[src/rtl/vga_sprite_render_if.sv]
// Video bus between the sync generator (master) and the sprite renderer (slave).
// It carries the raw counters and syncs into the renderer, and the aligned RGB and syncs back out.
interface vga_sprite_render_if;
  logic [9:0] CounterX;
  logic [9:0] CounterY;
  logic       inDisplayArea;
  logic       vga_h_sync_in;
  logic       vga_v_sync_in;
  logic [3:0] vga_r;
  logic [3:0] vga_g;
  logic [3:0] vga_b;
  logic       vga_h_sync;
  logic       vga_v_sync;

  modport master (
    output CounterX, CounterY, inDisplayArea, vga_h_sync_in, vga_v_sync_in,
    input  vga_r, vga_g, vga_b, vga_h_sync, vga_v_sync
  );

  modport slave (
    input  CounterX, CounterY, inDisplayArea, vga_h_sync_in, vga_v_sync_in,
    output vga_r, vga_g, vga_b, vga_h_sync, vga_v_sync
  );
endinterface

[src/rtl/vga_sprite_render.sv]
// Pixel stage behind the VGA sync generator: checkerboard background plus a bouncing outlined box.
// The box moves once per frame during vertical blanking; the syncs are re-timed to match the RGB output.
module vga_sprite_render #(
  parameter int unsigned H_ACTIVE = 640,
  parameter int unsigned V_ACTIVE = 480,
  parameter int unsigned SPR_W    = 16,
  parameter int unsigned SPR_H    = 16,
  parameter int unsigned INIT_X   = 100,
  parameter int unsigned INIT_Y   = 50,
  parameter int unsigned STEP     = 2,
  parameter logic [11:0] BG_A     = 12'h222,
  parameter logic [11:0] BG_B     = 12'h444,
  parameter logic [11:0] FILL     = 12'h0F0,
  parameter logic [11:0] OUTLINE  = 12'hFFF
) (
  input  logic                CLK_25,
  input  logic                Reset_N,
  vga_sprite_render_if.slave  vif,
  input  logic                move_en,
  output logic [15:0]         frame_cnt,
  output logic                bounce
);

  localparam int unsigned PW = 11;
  localparam logic [PW-1:0] H_LIM   = PW'(H_ACTIVE);
  localparam logic [PW-1:0] V_LIM   = PW'(V_ACTIVE);
  localparam logic [PW-1:0] SW      = PW'(SPR_W);
  localparam logic [PW-1:0] SH      = PW'(SPR_H);
  localparam logic [PW-1:0] STP     = PW'(STEP);
  localparam logic [PW-1:0] X_MAX   = PW'(H_ACTIVE - SPR_W);
  localparam logic [PW-1:0] Y_MAX   = PW'(V_ACTIVE - SPR_H);
  localparam logic [PW-1:0] X_RESET = PW'(INIT_X);
  localparam logic [PW-1:0] Y_RESET = PW'(INIT_Y);

  typedef enum logic [1:0] {
    WAIT_FRAME = 2'd0,
    UPD_X      = 2'd1,
    UPD_Y      = 2'd2
  } state_e;

  state_e        state_q, state_d;
  logic [9:0]    cx_q, cx_d, cy_q, cy_d;
  logic [11:0]   rgb_q, rgb_d;
  logic          hs_q, hs_d, vs_q, vs_d;
  logic          vs_prev_q, vs_prev_d;
  logic [PW-1:0] x_q, x_d, y_q, y_d;
  logic          dx_neg_q, dx_neg_d, dy_neg_q, dy_neg_d;
  logic [15:0]   frame_cnt_q, frame_cnt_d;
  logic          bounce_q, bounce_d;

  logic [PW-1:0] cx_w, cy_w, lx, ly;
  logic          hit, outline, frame_ev;

  // Stage A aligns the counters with the display flag; stage B picks the colour.
  always_comb begin
    cx_d    = vif.CounterX;
    cy_d    = vif.CounterY;
    hs_d    = vif.vga_h_sync_in;
    vs_d    = vif.vga_v_sync_in;
    cx_w    = PW'(cx_q);
    cy_w    = PW'(cy_q);
    lx      = cx_w - x_q;
    ly      = cy_w - y_q;
    hit     = (cx_w >= x_q) && (cx_w < x_q + SW) && (cy_w >= y_q) && (cy_w < y_q + SH);
    outline = (lx == PW'(0)) || (lx == SW - PW'(1)) || (ly == PW'(0)) || (ly == SH - PW'(1));
    if (!vif.inDisplayArea) begin
      rgb_d = 12'h000;
    end else if (hit) begin
      rgb_d = outline ? OUTLINE : FILL;
    end else begin
      rgb_d = (cx_q[5] ^ cy_q[5]) ? BG_B : BG_A;
    end
  end

  assign frame_ev  = vs_prev_q & ~vif.vga_v_sync_in;
  assign vs_prev_d = vif.vga_v_sync_in;

  // Motion FSM: position only changes in the two update states, which fall inside vertical blanking.
  always_comb begin
    state_d     = state_q;
    x_d         = x_q;
    y_d         = y_q;
    dx_neg_d    = dx_neg_q;
    dy_neg_d    = dy_neg_q;
    frame_cnt_d = frame_cnt_q;
    bounce_d    = 1'b0;
    unique case (state_q)
      WAIT_FRAME: begin
        if (frame_ev) begin
          frame_cnt_d = frame_cnt_q + 16'd1;
          if (move_en) state_d = UPD_X;
        end
      end
      UPD_X: begin
        if (!dx_neg_q) begin
          if (x_q + STP + SW > H_LIM) begin
            x_d      = X_MAX;
            dx_neg_d = 1'b1;
            bounce_d = 1'b1;
          end else begin
            x_d = x_q + STP;
          end
        end else if (x_q < STP) begin
          x_d      = PW'(0);
          dx_neg_d = 1'b0;
          bounce_d = 1'b1;
        end else begin
          x_d = x_q - STP;
        end
        state_d = UPD_Y;
      end
      UPD_Y: begin
        if (!dy_neg_q) begin
          if (y_q + STP + SH > V_LIM) begin
            y_d      = Y_MAX;
            dy_neg_d = 1'b1;
            bounce_d = 1'b1;
          end else begin
            y_d = y_q + STP;
          end
        end else if (y_q < STP) begin
          y_d      = PW'(0);
          dy_neg_d = 1'b0;
          bounce_d = 1'b1;
        end else begin
          y_d = y_q - STP;
        end
        state_d = WAIT_FRAME;
      end
      default: state_d = WAIT_FRAME;
    endcase
  end

  always_ff @(posedge CLK_25 or negedge Reset_N) begin
    if (!Reset_N) begin
      state_q     <= WAIT_FRAME;
      cx_q        <= '0;
      cy_q        <= '0;
      rgb_q       <= 12'h000;
      hs_q        <= 1'b1;
      vs_q        <= 1'b1;
      vs_prev_q   <= 1'b1;
      x_q         <= X_RESET;
      y_q         <= Y_RESET;
      dx_neg_q    <= 1'b0;
      dy_neg_q    <= 1'b0;
      frame_cnt_q <= 16'd0;
      bounce_q    <= 1'b0;
    end else begin
      state_q     <= state_d;
      cx_q        <= cx_d;
      cy_q        <= cy_d;
      rgb_q       <= rgb_d;
      hs_q        <= hs_d;
      vs_q        <= vs_d;
      vs_prev_q   <= vs_prev_d;
      x_q         <= x_d;
      y_q         <= y_d;
      dx_neg_q    <= dx_neg_d;
      dy_neg_q    <= dy_neg_d;
      frame_cnt_q <= frame_cnt_d;
      bounce_q    <= bounce_d;
    end
  end

  assign vif.vga_r      = rgb_q[11:8];
  assign vif.vga_g      = rgb_q[7:4];
  assign vif.vga_b      = rgb_q[3:0];
  assign vif.vga_h_sync = hs_q;
  assign vif.vga_v_sync = vs_q;
  assign frame_cnt      = frame_cnt_q;
  assign bounce         = bounce_q;

endmodule

[src/flat_wrapper.sv]
// flat-port wrapper written by rule: the top's interface ports become plain ports
module vga_sprite_render_flat 
#(
  parameter int unsigned H_ACTIVE = 640,
  parameter int unsigned V_ACTIVE = 480,
  parameter int unsigned SPR_W    = 16,
  parameter int unsigned SPR_H    = 16,
  parameter int unsigned INIT_X   = 100,
  parameter int unsigned INIT_Y   = 50,
  parameter int unsigned STEP     = 2,
  parameter logic [11:0] BG_A     = 12'h222,
  parameter logic [11:0] BG_B     = 12'h444,
  parameter logic [11:0] FILL     = 12'h0F0,
  parameter logic [11:0] OUTLINE  = 12'hFFF
)
  (CLK_25, Reset_N, move_en, frame_cnt, bounce, vif_CounterX, vif_CounterY, vif_inDisplayArea, vif_vga_h_sync_in, vif_vga_v_sync_in, vif_vga_r, vif_vga_g, vif_vga_b, vif_vga_h_sync, vif_vga_v_sync);
  vga_sprite_render_if vif_i ();
  input  logic CLK_25;
  input  logic Reset_N;
  input  logic move_en;
  output logic [15:0] frame_cnt;
  output logic bounce;
  input wire logic [$bits(vif_i.CounterX)-1:0] vif_CounterX;
  input wire logic [$bits(vif_i.CounterY)-1:0] vif_CounterY;
  input wire logic [$bits(vif_i.inDisplayArea)-1:0] vif_inDisplayArea;
  input wire logic [$bits(vif_i.vga_h_sync_in)-1:0] vif_vga_h_sync_in;
  input wire logic [$bits(vif_i.vga_v_sync_in)-1:0] vif_vga_v_sync_in;
  output wire logic [$bits(vif_i.vga_r)-1:0] vif_vga_r;
  output wire logic [$bits(vif_i.vga_g)-1:0] vif_vga_g;
  output wire logic [$bits(vif_i.vga_b)-1:0] vif_vga_b;
  output wire logic [$bits(vif_i.vga_h_sync)-1:0] vif_vga_h_sync;
  output wire logic [$bits(vif_i.vga_v_sync)-1:0] vif_vga_v_sync;
  assign vif_i.CounterX = vif_CounterX;
  assign vif_i.CounterY = vif_CounterY;
  assign vif_i.inDisplayArea = vif_inDisplayArea;
  assign vif_i.vga_h_sync_in = vif_vga_h_sync_in;
  assign vif_i.vga_v_sync_in = vif_vga_v_sync_in;
  assign vif_vga_r = vif_i.vga_r;
  assign vif_vga_g = vif_i.vga_g;
  assign vif_vga_b = vif_i.vga_b;
  assign vif_vga_h_sync = vif_i.vga_h_sync;
  assign vif_vga_v_sync = vif_i.vga_v_sync;
  vga_sprite_render #(.H_ACTIVE(H_ACTIVE), .V_ACTIVE(V_ACTIVE), .SPR_W(SPR_W), .SPR_H(SPR_H), .INIT_X(INIT_X), .INIT_Y(INIT_Y), .STEP(STEP), .BG_A(BG_A), .BG_B(BG_B), .FILL(FILL), .OUTLINE(OUTLINE)) u_core (.CLK_25(CLK_25), .Reset_N(Reset_N), .vif(vif_i), .move_en(move_en), .frame_cnt(frame_cnt), .bounce(bounce));
endmodule
[config.mk]
export PLATFORM = sky130hd
export DESIGN_NAME = vga_sprite_render_flat
export DESIGN_NICKNAME = d
export VERILOG_FILES = /design/src/rtl/vga_sprite_render_if.sv /design/src/rtl/vga_sprite_render.sv /design/src/flat_wrapper.sv
export SDC_FILE = /design/constraint.sdc
export NUM_CORES = 1
export LEC_CHECK = 0
export ABC_AREA = 1
export ABC_CLOCK_PERIOD_IN_PS = 6700
export BUFFER_PORTS_ARGS = -buffer_cell sky130_fd_sc_hd__buf_2
export CAP_MARGIN = 10
export CORE_MARGIN = 2
export CORE_UTILIZATION = 57
export DETAILED_ROUTE_END_ITERATION = 8
export PLACE_DENSITY = 0.78
export SLEW_MARGIN = 25
export SYNTH_ARGS = -nofsm -noshare
export SYNTH_HDL_FRONTEND = slang
export SYNTH_SLANG_ARGS = --single-unit
[constraint.sdc]
create_clock -name CLK_25 -period 6.7 [get_ports CLK_25]
set_input_delay 0.335 -clock CLK_25 [delete_from_list [all_inputs] [get_ports CLK_25]]
set_output_delay 0.335 -clock CLK_25 [all_outputs]
set_load 0.03 [all_outputs]
==> results.md, run 1 <==
- Syn avg cell area: 7.084 um^2
- CP required: 6.98 ns
- Mapped Area: 5469 um^2
- Hold_buf cts: 0
- CP endpoint kind: flop
- Headroom to the max-slew limit: 42.38%
- Startpoint types: flop
- Sequential cell area fraction in the yosys report: 31.75%
- Nets@finish: 897
- Most frequent cells in the layout: nand2_1 (210), inv_1 (94), nor2_1 (80), nand3_1 (75), dfrtp_1 (61)
- Area of the core: 9284 um^2
- Post-CTS sizing: 0
- First-pass GRT wire length: 21170 um
- Outcome: complete, no violations
- Max Freq: 0.3932 GHz
- Number of core rows: 35
- Vias: 5064
- Syn-to-layout area delta: 9.883%
- Largest net degree at the start of global routing: 70
- Skew-Pair Late Insertion Delay: 0.35 ns
- DRC: 0
- Die area: 10390 um^2
- Vias per cell: 5.281
- CTS tree: built
- Synth unique cells: 42
- RR Endpoint: u_core.rgb_q[10]
- WP data arrival: 2.82 ns
- Setup violators final: 0
- Setup Fix Bufs, Post-CTS: 0
- Clk buf depth: 2
- Port bufs: 56
- Final ANT Viol Nets: 0
- Overflow after GRT: 0
- Worst r2r src: u_core.x_q[4]
- Clock Sinks: 69
- CTS clk-pin slew, worst paths: 0.08 ns
- Reg2reg setup slack: 4.16 ns
- Fin crit share: 37.96%
- CTS Buf Count: 9
- DP Wirelength: 9659 um
- Crit Path Max Fanout: 10
- Fin. max-slew vios: 0
- Fill cells: 850
- Final Wtd Congestion: 0.9786
- DR WL/cell: 12.96 um
- Clock root buffer: clkbuf_8
- Reg2reg path depth: 14
- Tmin final: 2.543 ns
- Hold_sp: vif_vga_h_sync_in
- I/O pin count: 57
- Final wirelength: 12430 um
- Yosys warns: 0
- Initial antenna violation count: 0
- Most common cell after layout, fill and taps aside: nand2_1
- CP Class: reg -> reg
- Worst VDD drop: 0.2957 mV
- Worst Hold End: u_core.vif.vga_h_sync
- Slew @ Worst Pin: 0.8642 ns
- Die W: 102.0 um
- Hold Crit Depth: 1
- Vias in the first global route: 4685
- # diodes: 0
- DR pass1 iterations: 5
- Gr usage total: 25.49%
- Number of DRC markers in iteration 0: 305
- H-tree depth: 3
- Initial core utilization: 58.91%
- Chip Height: 102.0 um
- LEAKAGE: 3.239 nW
- Fraction of layout instances using a drive strength above 1: 12.65%
- Number of max-cap violations: 0
- RSZ-0062 raised after global routing: no
- Cells after synthesis: 772
- Hold crit path type: in -> reg
- Synth Register Bits: 69
- Total power draw: 2.605 mW
- Clk_skew: 0.01351 ns
- Final Hold Vio Count: 0
- Pwr Density: 433.5 nW/um^2
- Setup TNS: 0 ns
[cell usage after synthesis]
library cell	n	area share, %
nand2_2	6	0.69
nor2_2	3	0.34
a21o_1	1	0.14
nor3_1	11	1.0
nor2_1	80	5.5
o21a_1	2	0.27
nand3_1	75	6.9
and2_1	1	0.11
xnor2_1	9	1.4
clkbuf_1	6	0.41
nand3b_1	9	1.2
buf_4	7	0.96
a21boi_1	1	0.14
buf_2	2	0.18
clkinv_1	2	0.14
dfstp_2	8	3.8
nand3_2	2	0.37
a211oi_1	1	0.14
o21ai_0	26	2.4
a21boi_0	2	0.27
ha_1	44	10
nor2_4	4	0.82
nor3_4	1	0.30
nand2_1	210	14
mux2_2	1	0.21
nand2b_1	1	0.11
a41oi_1	1	0.16
conb_1	1	0.069
buf_6	1	0.21
a22oi_1	3	0.41
o22ai_1	1	0.11
a21oi_1	30	2.7
or2_2	2	0.23
nand4_1	17	1.9
nor3_2	3	0.55
fa_1	2	0.73
inv_2	2	0.14
dfrtp_1	61	28
a31oi_1	5	0.57
o31ai_1	1	0.14
xor2_1	33	5.3
inv_1	94	6.5
[power by group]
| part | switching, mW | internal, mW |
|---|---|---|
| Clock | 0.171 | 0.147 |
| Combinational | 1.05 | 0.573 |
| Sequential | 0.139 | 0.520 |
| Total | 1.36 | 1.24 |
[worst max-delay path by stage]
stage,startpoint,end,cells past startpoint
final,u_core.x_q[4],u_core.rgb_q[10],14
after global routing,u_core.y_q[4],u_core.rgb_q[10],13
after CTS,u_core.x_q[4],u_core.rgb_q[10],14
after detailed placement,u_core.x_q[4],u_core.rgb_q[10],14
after global placement,u_core.x_q[4],u_core.rgb_q[10],14
after floorplan,u_core.y_q[4],u_core.rgb_q[10],13
[metrics by stage]
| stage | setup slack, ns | util (%) | hold slack (ns) | std cells | instance area (um^2) |
|---|---|---|---|---|---|
| global placement | 4.232 | 62.75 | 0.4415 | 943 | 5826 |
| finish | 4.157 | 64.73 | 0.08403 | 959 | 6010 |
| global route | 3.928 | 64.73 | 0.05621 | 959 | 6010 |
| floorplan | 4.427 | - | 0.03941 | 773 | 5473 |
| CTS | 4.131 | 64.73 | 0.06737 | 959 | 6010 |
| detailed placement | 4.161 | 62.75 | 0.4412 | 943 | 5826 |
[kinds of logic after synthesis]
family                     after synthesis  synth area share [%]
and+or+nand+nor                        425                 34.48
buffers and inverters                  114                 8.488
AOI/OAI and AO/OA                       74                 7.481
DFF                                     69                 31.75
adders and majority gates               46                 10.80
xor gates and xnor gates                42                 6.726
other                                    1               0.06857
muxes                                    1                0.2059
[state kept, by name (all words and copies together) (netlist names), 2 cells and up]
name / count
u_core.cy_q: 10
u_core.x_q: 10
u_core.frame_cnt: 16
u_core.y_q: 10
u_core.rgb_q: 6
u_core.cx_q: 10
u_core.state_q: 2
[per-layer routing]
metal	wire, um	vias to the layer above	part of all wire (%)	global-route usage (%)
li1	-	2583	-	-
met2	5687	141	46	42.05
met4	187	0	1.5	6.769
met5	0	-	0	0
met1	5910	2321	48	34.45
met3	644	19	5.2	5.130
[layout make-up]
cell class | count | area (um^2) | area share [%]
clock inverter | 6 | 46.29 | 0.7704
multi-input combinational | 590 | 3272 | 54.45
sequential | 69 | 1737 | 28.90
clock buffer | 10 | 137.6 | 2.290
timing repair buffer | 57 | 287.8 | 4.789
tap | 129 | 161.4 | 2.686
inverter | 98 | 367.9 | 6.121
[worst max-delay path: stages (launching register included)]
cell,delay (ns)
dfrtp_1,0.54
ha_1,0.32
nand3_1,0.14
xor2_1,0.17
ha_1,0.30
a21o_1,0.20
nand4_1,0.08
nand2_1,0.05
nor2_1,0.16
nand3_1,0.10
nor2_1,0.09
nand3_1,0.12
nand2_1,0.11
nand2_1,0.06
inv_1,0.04
(Power assumes the default switching activity.)
==> run 2, diff against run 1 <==
- ABC_AREA: 1 -> 0
- ABC_CLOCK_PERIOD_IN_PS: 6700 -> 2240
- CORE_UTILIZATION: 57 -> 54
- PLACE_DENSITY: 0.78 -> 0.77
- clock period: 6.7 -> 2.24 ns (I/O delays scaled with it)
==> results.md, run 2 <==
- Outcome: finished, violations left
- Failing checks: negative setup slack
- DP Wirelength: 11390 um
- RSZ-0062 raised after global routing: yes
- Top post-synthesis cells by area: dfrtp_1 (29%), ha_1 (11%), xnor2_1 (5.2%), dfstp_2 (4.1%), o21ai_0 (3.9%)
- Pwr Density: 945.3 nW/um^2
- Max reg flops: 16
- DR WL/cell: 20.68 um
- Gr usage total: 34.86%
- H-tree depth: 3
- Sequential cell area fraction in the yosys report: 33.53%
- Most common cell after layout, fill and taps aside: buf_4
- Clk_skew: 0.01928 ns
- Vias in the first global route: 5843
- Most frequent cells in the layout: buf_4 (134), dfrtp_1 (58), buf_2 (56), nand2_1 (37)
- Setup WS post-layout: -0.5499 ns
- Fin crit share: 124.5%
- CTS tree: built
- # diodes: 0
- CP top delay family: compound AO/OA/AOI/OAI gates
- Port bufs: 56
- Post-synth top area cell: dfrtp_1
- Area of the core: 9284 um^2
- First-pass GRT wire length: 28260 um
- Final wirelength: 19230 um
- Synth unique cells: 73
- Setup violators final: 29
- Fin. max-slew vios: 0
- CP required: 2.47 ns
- Vias per cell: 6.305
- Total power draw: 7.294 mW
- Reg2reg path depth: 11
- Top FF cell, synth: dfrtp_1
- Vias: 5864
- Critical Path Stages: 11
- Async SR Flop Fraction: 100.0%
- Startpoint types: flop
- Overflow after GRT: 0
- Tmin final: 2.790 ns
- Count leader, synth: dfrtp_1
- Fraction of layout instances using a drive strength above 1: 40.82%
- Cells after synthesis: 586
- Die W: 101.9 um
- Setup TNS: -11.18 ns
- Headroom to the max-slew limit: 56.67%
- WP data arrival: 3.02 ns
- Worst VDD drop: 0.8037 mV
- Syn-to-layout area delta: 48.96%
- Max Freq: 0.3584 GHz
- Initial antenna violation count: 0
- Number of core rows: 35
- Mapped Area: 5180 um^2
- Crit Path Max Fanout: 6
- CTS Buf Count: 9
- Crit-path most repeated cell: ha_4
- Commonest cells in the netlist: dfrtp_1 (61), ha_1 (44), nand2_1 (43)
- Number of max-cap violations: 0
- CP endpoint kind: flop
- Final Hold Vio Count: 0
- CP Buf/Inv Count: 2
- Largest net degree at the start of global routing: 70
- Die area: 10390 um^2
- Final Wtd Congestion: 0.9746
- Synth Register Bits: 69
- Critical-path top delay cell: dfstp_2
- Skew-Pair Late Insertion Delay: 0.39 ns
- Hold Crit Depth: 3
- Chip Height: 101.9 um
- Clock Sinks: 69
- Hold crit path type: in -> reg
- Yosys top cell area share: 29.47%
- I/O pin count: 57
- Initial core utilization: 55.80%
- Critical Path Max Stage Delay: 0.57 ns
- Worst hold margin: 0.02108 ns
- Number of DRC markers in iteration 0: 483
- Clk buf depth: 2
- Yosys warns: 0
- Syn avg cell area: 8.840 um^2
- Nets@finish: 868
- Critical Path, Cell by Cell: buf_6 -> ha_4 -> nand3_4 -> xnor2_4 -> ha_4 -> a211o_1 -> a2111oi_4 -> o22ai_4 -> buf_4 -> o21ai_4 -> o221ai_1
- Clock root buffer: clkbuf_8
- DRC: 0
- Post-synth EDFFs: 0
- LEAKAGE: 3.480 nW
- Slew @ Worst Pin: 0.6493 ns
- CTS clk-pin slew, worst paths: 0.08 ns
- CP Class: reg -> reg
- DR pass1 iterations: 5
- Final ANT Viol Nets: 0
[run 2: cell types whose count changed in the layout (fill, tap and decap cells not counted), sizes merged, moves of 22 or more]
cell,change
buf,+153
nor2,-48
nand3,-44
nand2,-173
xnor2,+22
inv,-62
dlygate4sd3,+24
[run 2: worst reg2reg max path, delay by kind of cell, from the launching register on]
family	cells	cell delay [ns]
AOI/OAI and AO/OA	5	1.25
DFF	1	0.57
adders and majority gates	2	0.31
buffers and inverters	2	0.28
xor gates and xnor gates	1	0.15
and+or+nand+nor	1	0.09
[run 2: worst paths after layout]
check / from / to / slack (ns)
max in group asynchronous: Reset_N / u_core.vif.vga_v_sync / 1.62
min in group asynchronous: Reset_N / u_core.dx_neg_q / 0.26
hold / removal: move_en / u_core.state_q[0] / 0.02
hold reg to reg: u_core.frame_cnt[15] / u_core.frame_cnt[15] / 0.48
setup / recovery: u_core.y_q[1] / u_core.y_q[6] / -0.55
setup reg to reg: u_core.y_q[1] / u_core.y_q[6] / -0.55
[run 2: cell type report]
cell class | count | area (um^2)
sequential | 69 | 1740
inverter | 33 | 128.9
tap | 129 | 161.4
clock inverter | 7 | 91.34
fill | 511 | 1568
timing repair buffer | 234 | 1778
multi-input combinational | 449 | 3692
clock buffer | 9 | 123.9
[run 2: power breakdown]
| group | leakage (nW) | switching [mW] | internal, mW |
|---|---|---|---|
| clock | 0.105 | 0.614 | 0.541 |
| sequential | 0.857 | 0.222 | 1.45 |
| combinational | 2.52 | 2.43 | 2.04 |
[run 2: metal layers]
layer  GRT usage, %  vias to the layer above  routed length (um)
met4          16.72                        0                1180
li1               -                     2555                   -
met5              0                        -                   0
met2          62.50                      375                9952
met3          8.003                      125                1438
met1          39.03                     2809                6659
[run 2: timing repair]
action,in CTS,in global routing
hold endpoints to repair,83,1
pin swaps,17,29
endpoints found under the setup margin,28,29
buffers inserted,17,20
hold buffers,23,1
resized for setup,45,62
cloned,0,0
[run 2: cells by family after synthesis]
kind of cell             synth area share, %
flip-flops                             33.53
multiplexers                           1.014
buffers and inverters                  5.700
AO/OA/AOI/OAI                          21.40
XOR/XNOR                               7.947
other                                0.07239
AND/OR/NAND/NOR                        18.94
adder cells (fa/ha/maj)                11.40
[run 2: metrics by stage]
| stage | utilization [%] | setup slack (ns) | cells | area, um^2 |
|---|---|---|---|---|
| 2_1_floorplan | - | -0.3239 | 587 | 5345 |
| 3_3_place_gp | 70.08 | -0.3904 | 858 | 6506 |
| 3_5_place_dp | 70.08 | -0.5117 | 858 | 6506 |
| 4_1_cts | 78.27 | -0.4348 | 913 | 7267 |
| 5_1_grt | 83.11 | -0.6171 | 930 | 7716 |
| 6_report | 83.11 | -0.5499 | 930 | 7716 |
